===== src/rtl/vfifo_sc_ctrl.sv =====
// vfifo_sc_ctrl: single-clock FIFO controller sequencing a dual-port RAM (pointers, count, flags, error pulses)
module vfifo_sc_ctrl #(
  parameter int ADDR_WIDTH = 4,
  parameter int AF_LEVEL   = 12,
  parameter int AE_LEVEL   = 2
) (
  input  logic                  clk,
  input  logic                  rst,
  input  logic                  wr_en,
  input  logic                  rd_en,
  output logic                  ram_we_a,
  output logic [ADDR_WIDTH-1:0] ram_adr_a,
  output logic [ADDR_WIDTH-1:0] ram_adr_b,
  output logic                  rd_valid,
  output logic                  full,
  output logic                  empty,
  output logic                  almost_full,
  output logic                  almost_empty,
  output logic [ADDR_WIDTH:0]   count,
  output logic                  overflow,
  output logic                  underflow
);
  localparam logic [ADDR_WIDTH:0] DEPTH = (ADDR_WIDTH+1)'(2**ADDR_WIDTH);
  localparam logic [ADDR_WIDTH:0] AF    = (ADDR_WIDTH+1)'(AF_LEVEL);
  localparam logic [ADDR_WIDTH:0] AE    = (ADDR_WIDTH+1)'(AE_LEVEL);
  logic [ADDR_WIDTH-1:0] wr_ptr, rd_ptr;
  logic [ADDR_WIDTH:0]   count_nxt;
  logic                  wr_acc, rd_acc;
  always_comb begin
    wr_acc    = wr_en & ~full;
    rd_acc    = rd_en & ~empty;
    count_nxt = (wr_acc & ~rd_acc) ? count + (ADDR_WIDTH+1)'(1) :
                (rd_acc & ~wr_acc) ? count - (ADDR_WIDTH+1)'(1) : count;
  end
  assign ram_we_a  = wr_acc;
  assign ram_adr_a = wr_ptr;
  assign ram_adr_b = rd_ptr;
  // flags come from count_nxt so they never lag the count register
  always_ff @(posedge clk) begin
    if (rst) begin
      wr_ptr       <= '0;
      rd_ptr       <= '0;
      count        <= '0;
      empty        <= 1'b1;
      almost_empty <= 1'b1;
      full         <= 1'b0;
      almost_full  <= 1'b0;
      rd_valid     <= 1'b0;
      overflow     <= 1'b0;
      underflow    <= 1'b0;
    end else begin
      wr_ptr       <= wr_acc ? wr_ptr + ADDR_WIDTH'(1) : wr_ptr;
      rd_ptr       <= rd_acc ? rd_ptr + ADDR_WIDTH'(1) : rd_ptr;
      count        <= count_nxt;
      empty        <= count_nxt == '0;
      full         <= count_nxt == DEPTH;
      almost_full  <= count_nxt >= AF;
      almost_empty <= count_nxt <= AE;
      rd_valid     <= rd_acc;
      overflow     <= wr_en & full;
      underflow    <= rd_en & empty;
    end
  end
endmodule


===== config.mk =====
export PLATFORM = sky130hd
export DESIGN_NAME = vfifo_sc_ctrl
export DESIGN_NICKNAME = d
export VERILOG_FILES = /design/src/rtl/vfifo_sc_ctrl.sv
export SDC_FILE = /design/constraint.sdc
export NUM_CORES = 1
export LEC_CHECK = 0
export ABC_CLOCK_PERIOD_IN_PS = 2700
export CELL_PAD_IN_SITES_DETAIL_PLACEMENT = 1
export CELL_PAD_IN_SITES_GLOBAL_PLACEMENT = 1
export CORE_MARGIN = 4
export CORE_UTILIZATION = 37
export DETAILED_ROUTE_END_ITERATION = 10
export PLACE_DENSITY_LB_ADDON = 0.1
export SETUP_SLACK_MARGIN = 0.05
export SYNTH_ARGS = -nofsm -noshare
export SYNTH_HDL_FRONTEND = slang
export SYNTH_SLANG_ARGS = --single-unit

===== constraint.sdc =====
create_clock -name clk -period 2.7 [get_ports clk]
set_input_delay 0.675 -clock clk [delete_from_list [all_inputs] [get_ports clk]]
set_output_delay 0.675 -clock clk [all_outputs]
set_load 0.01 [all_outputs]

# ---- Word-level counts from Yosys, hierarchy flattened
# Cells that the tools add are included.
dict set report op_classes {
  addsub 4
  n_lt_le_gt_ge 2
  n_eq_ne 1
  mux 2
  n_bitwise 10
  reduce_logical 1
}
# cell n
set ops {}
lappend ops {{5-bit two-way mux} 2}
lappend ops {{4-bit by 1-bit adder with 4-bit output (second input constant)} 2}
lappend ops {{1-bit AND} 6}
lappend ops {{5-bit by 1-bit adder with 5-bit output (second input constant)} 1}
lappend ops {{5-bit == test (second input constant)} 1}
lappend ops {{5-bit by 4-bit >= comparator with 1-bit output (second input constant)} 1}
lappend ops {{5-bit by 2-bit less-or-equal comparator with 1-bit output (second input constant)} 1}
lappend ops {{5-bit logical NOT} 1}
lappend ops {{5-bit by 1-bit subtractor with 5-bit output (second input constant)} 1}
lappend ops {{1-bit inverter} 4}
dict set report word_totals {
  reg_bits 20
  in_bits 4
  out_inout_bits 21
  word_cells 30
}

# ---- Depth between registers and ports, before layout
dict set report depth {
  word_depth 7
  ltp_mapped 6
  ltp_nobuf 6
}

# ---- Worst setup path before layout
# OpenSTA, ideal clock, no wires.
dict set report synth_timing {
  kind {input port to flip-flop}
  start {input port rd_en}
  end {register full}
  setup_ns 0.061
  arrival_ns 1.808
  required_ns 2.639
  path_slack_ns 0.831
  cell_stages 6
  path_buffers 1
  path_cell_list {nor2b_1 -> buf_4 -> and3_4 -> or3_4 -> a22oi_4 -> and4bb_1}
}
dict set report synth_via {
  elab_chain_cells 5
  elab_cells_between_ends 7
  cone_classes {1 x eq/ne; 2 x mux; 4 x bitwise}
}
# item line
set synth_lines {}
lappend synth_lines {{start: declaration} 10} ;# input logic rd_en,
lappend synth_lines {{1-bit AND (*)} 31} ;# rd_acc = rd_en & ~empty;
lappend synth_lines {{1-bit AND / 1-bit inverter (equally long branches)} {33, 32}}
lappend synth_lines {{5-bit two-way mux / 1-bit AND (equally long branches)} {33, 32}}
lappend synth_lines {{5-bit two-way mux (*)} 32} ;# count_nxt = (wr_acc & ~rd_acc) ? count + (ADDR_WIDTH+1)'(1) :
lappend synth_lines {{5-bit == test (*)} 56} ;# full <= count_nxt == DEPTH;
lappend synth_lines {{end signal: assignment} 46} ;# full <= 1'b0;
lappend synth_lines {{end signal: assignment} 56}
lappend synth_lines {{end: declaration} 15} ;# output logic full,
# Mark *: on every way between the ends. The rest lies on a longest branch, timed or not.
# A chain may end at the register's enable or synchronous reset.

# ---- Worst setup path after layout
dict set report layout_timing {
  start {input port wr_en}
  end {output port ram_we_a}
}
dict set report layout_via {
  elab_chain_cells 1
}
# item line
set layout_lines {}
lappend layout_lines {{start: declaration} 9} ;# input logic wr_en,
lappend layout_lines {{1-bit AND} 30} ;# wr_acc = wr_en & ~full;
lappend layout_lines {{end: declaration} 11} ;# output logic ram_we_a,
# Every way passes these cells.

==> load_flow_metrics.sql <==
INSERT INTO impl_metrics (metric_group, metric, value, unit) VALUES
('critical_path', 'criticalPathCategory', 'input port to output port', ''),
('global_routing', 'overflow', '0', ''),
('global_routing', 'global_route_wire_length_before_repair', '3930', 'µm'),
('clock_network', 'cts_tree', 'yes', ''),
('floorplanning', 'floorplan.io_pins', '25', ''),
('critical_path', 'sort_of_element_at_the_end_of_the_critical_path', 'output port', ''),
('status', 'status', 'finished, final reports clean', ''),
('detailed_routing', 'number_of_detailed_route_iterations_in_the_first_pass', '4', ''),
('floorplanning', 'design.die.area', '0.00338', 'mm²'),
('clock_network', 'total_cts_buffers', '3', ''),
('timing', 'worst_slew_margin_rel', '0.542', ''),
('power_and_ir_drop', 'power_density', '826', 'mW/mm²'),
('logic_synthesis', 'netlist.top_cell.by_area', 'dfxtp_1', ''),
('detailed_routing', 'routed_length_on_met1', '1040', 'µm'),
('floorplanning', 'die_width', '58.1', 'µm'),
('timing', 'finalMaxSlewViolations', '0', ''),
('timing', 'final_min_period_over_clock_period', '0.947', ''),
('floorplanning', 'floorplan.rows', '17', ''),
('detailed_routing', 'dr.first_iter.drc_count', '14', ''),
('timing', 'final.setup_skew', '2.35', 'ps'),
('timing', 'setup_viol_count_final', '0', ''),
('detailed_routing', 'post_drt_wl_per_cell', '15.4', 'µm'),
('timing', 'report.final.hold_viol_count', '0', ''),
('logic_synthesis', 'synth_enable_flop_cells', '0', ''),
('critical_path', 'crit_required', '2030', 'ps'),
('clock_network', 'cts_setup_buffers', '0', ''),
('logic_synthesis', 'synth-main-ff-cell', 'dfxtp_1', ''),
('critical_path', 'most_frequent_cp_cell', 'clkdlybuf4s50_1', ''),
('power_and_ir_drop', 'total_power', '0.00104', 'W'),
('logic_synthesis', 'async_reset_ff_frac', '0', ''),
('clock_network', 'worst_setup_hold_path_clk_slew', '120', 'ps'),
('global_routing', 'antenna_violations_before_repair', '0', ''),
('timing', 'achievable-frequency', '391', 'MHz'),
('placement', 'port_buffers', '24', ''),
('timing', 'slew_at_the_pin_closest_to_its_max_slew_limit', '685', 'ps'),
('detailed_routing', 'route.met2.wl', '1170', 'µm'),
('clock_network', 'cts_sinks', '20', ''),
('logic_synthesis', 'syn_nets', '107', ''),
('job', 'max-cap-violations', '0', ''),
('floorplanning', 'initial_utilization', '0.405', ''),
('logic_synthesis', 'synth.top_cells.by_area', 'dfxtp_1, nor2_1, ha_1', ''),
('detailed_routing', 'met3_length', '127', 'µm'),
('critical_path', 'critical_path_max_stage_delay', '530', 'ps'),
('logic_synthesis', 'synth_warnings', '0', ''),
('finish', 'flow.area_growth_from_synthesis', '36.1', '%'),
('power_and_ir_drop', 'leakage', '0.484', 'nW'),
('detailed_routing', 'drc', '0', ''),
('logic_synthesis', 'synth_area', '930', 'µm²'),
('logic_synthesis', 'post-synth-top-count-cell', 'dfxtp_1', ''),
('detailed_routing', 'count_of_vias_placed_by_the_detailed_router', '835', ''),
('clock_network', 'cts.root.buffer_cell', 'clkbuf_4', ''),
('clock_network', 'cts_max_level', '1', ''),
('global_routing', 'track_usage', '0.154', ''),
('power_and_ir_drop', 'max-vdd-ir-drop', '0.000463', 'V'),
('critical_path', 'path_cells', 'clkdlybuf4s50_1, nand2b_4, inv_2, clkdlybuf4s50_1', ''),
('logic_synthesis', 'yosysTopAreaCellShare', '0.431', ''),
('logic_synthesis', 'seq_area_frac_synth', '0.431', ''),
('timing', 'setup_tns', '0', 'ps'),
('detailed_routing', 'route.antenna.remaining_nets', '0', ''),
('min_path', 'min_path_type', 'flip-flop to flip-flop', ''),
('finish', 'layout-drive-gt1-share', '0.126', ''),
('finish', 'final_nets', '136', ''),
('logic_synthesis', 'syn_area_per_cell', '9.39', 'µm²'),
('clock_network', 'post_cts_resize_count', '0', ''),
('floorplanning', 'fp.coreArea', '0.00230', 'mm²'),
('clock_network', 'clock_tree.buffer_depth', '2', ''),
('global_routing', 'vias_in_the_first_global_route', '847', ''),
('logic_synthesis', 'top_cells_by_instance_count_after_synthesis', 'dfxtp_1, nor2_1, nand2_1, a21oi_1, xor2_1', ''),
('critical_path', 'cp.arrival', '1880', 'ps'),
('critical_path', 'crit_path_top_delay_cell', 'clkdlybuf4s50_1', ''),
('placement', 'gp_congestion', '0.775', '');
==> stage by stage <==
stage	setup WS (ps)	instances	instance area (µm²)
floorplan	831	99	930
detailed placement	138	151	1210
global placement	146	151	1210
CTS	134	155	1260
global route	98.5	155	1260
finish	142	155	1260
==> worst max-delay path: cells and delay by family <==
kind | cells | cell delay (ps)
buf+inv | 3 | 1110
simple gates | 1 | 100
==> routing by layer <==
layer | track usage | vias to the layer above
li1 | - | 402
met1 | 0.190 | 405
met2 | 0.256 | 23
met3 | 0.0290 | 5
met4 | 0.0695 | 0
met5 | 0 | -
==> cells in the final DEF, fill, tap and decap left out, drive strengths merged, types with 2 or more instances in the layout <==
| master | n |
|---|---|
| nand2b | 2 |
| a211oi | 2 |
| nand3 | 3 |
| xnor2 | 3 |
| buf | 3 |
| and3 | 2 |
| inv | 3 |
| o21ai | 2 |
| dfxtp | 20 |
| clkdlybuf4s50 | 24 |
| clkbuf | 3 |
| nor3 | 3 |
| nand4 | 3 |
| xor2 | 5 |
| nand2 | 10 |
| or3 | 2 |
| nor2 | 16 |
| a21oi | 5 |
| and3b | 2 |
| ha | 4 |
==> power breakdown <==
group / switching [W] / total (W) / internal (W)
logic: 0.000189 / 0.000395 / 0.000205
clock network: 0.0000992 / 0.000249 / 0.000150
registers: 0.0000574 / 0.000400 / 0.000343
total: 0.000346 / 0.00104 / 0.000698
==> state kept, by name (all words and copies together), names as in the netlist <==
register / cells
full: 1
overflow: 1
empty: 1
almost_full: 1
count: 5
underflow: 1
rd_valid: 1
almost_empty: 1
ram_adr_b: 4
ram_adr_a: 4
==> cell families (layout without fill, tap and decap cells) <==
| group | Yosys count | count (layout) | synth area share |
|---|---|---|---|
| AO/OA/AOI/OAI | 15 | 15 | 0.129 |
| AND/OR/NAND/NOR | 46 | 46 | 0.283 |
| XOR/XNOR | 8 | 8 | 0.0754 |
| adder cells (fa/ha/maj) | 4 | 4 | 0.0538 |
| buffers and inverters | 6 | 34 | 0.0283 |
| flip-flops | 20 | 20 | 0.431 |
==> worst paths after layout <==
| path | end | start |
|---|---|---|
| max | ram_we_a | wr_en |
| min | overflow | full |
| min reg2reg | overflow | full |
| max reg2reg | full | count[0] |
==> layout make-up <==
cell class / count / area, µm²
Clock buffer: 3 / 22.5
Clock inverter: 1 / 30.0
Fill cell: 281 / 1030
Inverter: 3 / 11.3
Multi-Input combinational cell: 73 / 503
Sequential cell: 20 / 400
Tap cell: 28 / 35.0
Timing Repair Buffer: 27 / 263
(Power assumes the default switching activity.)
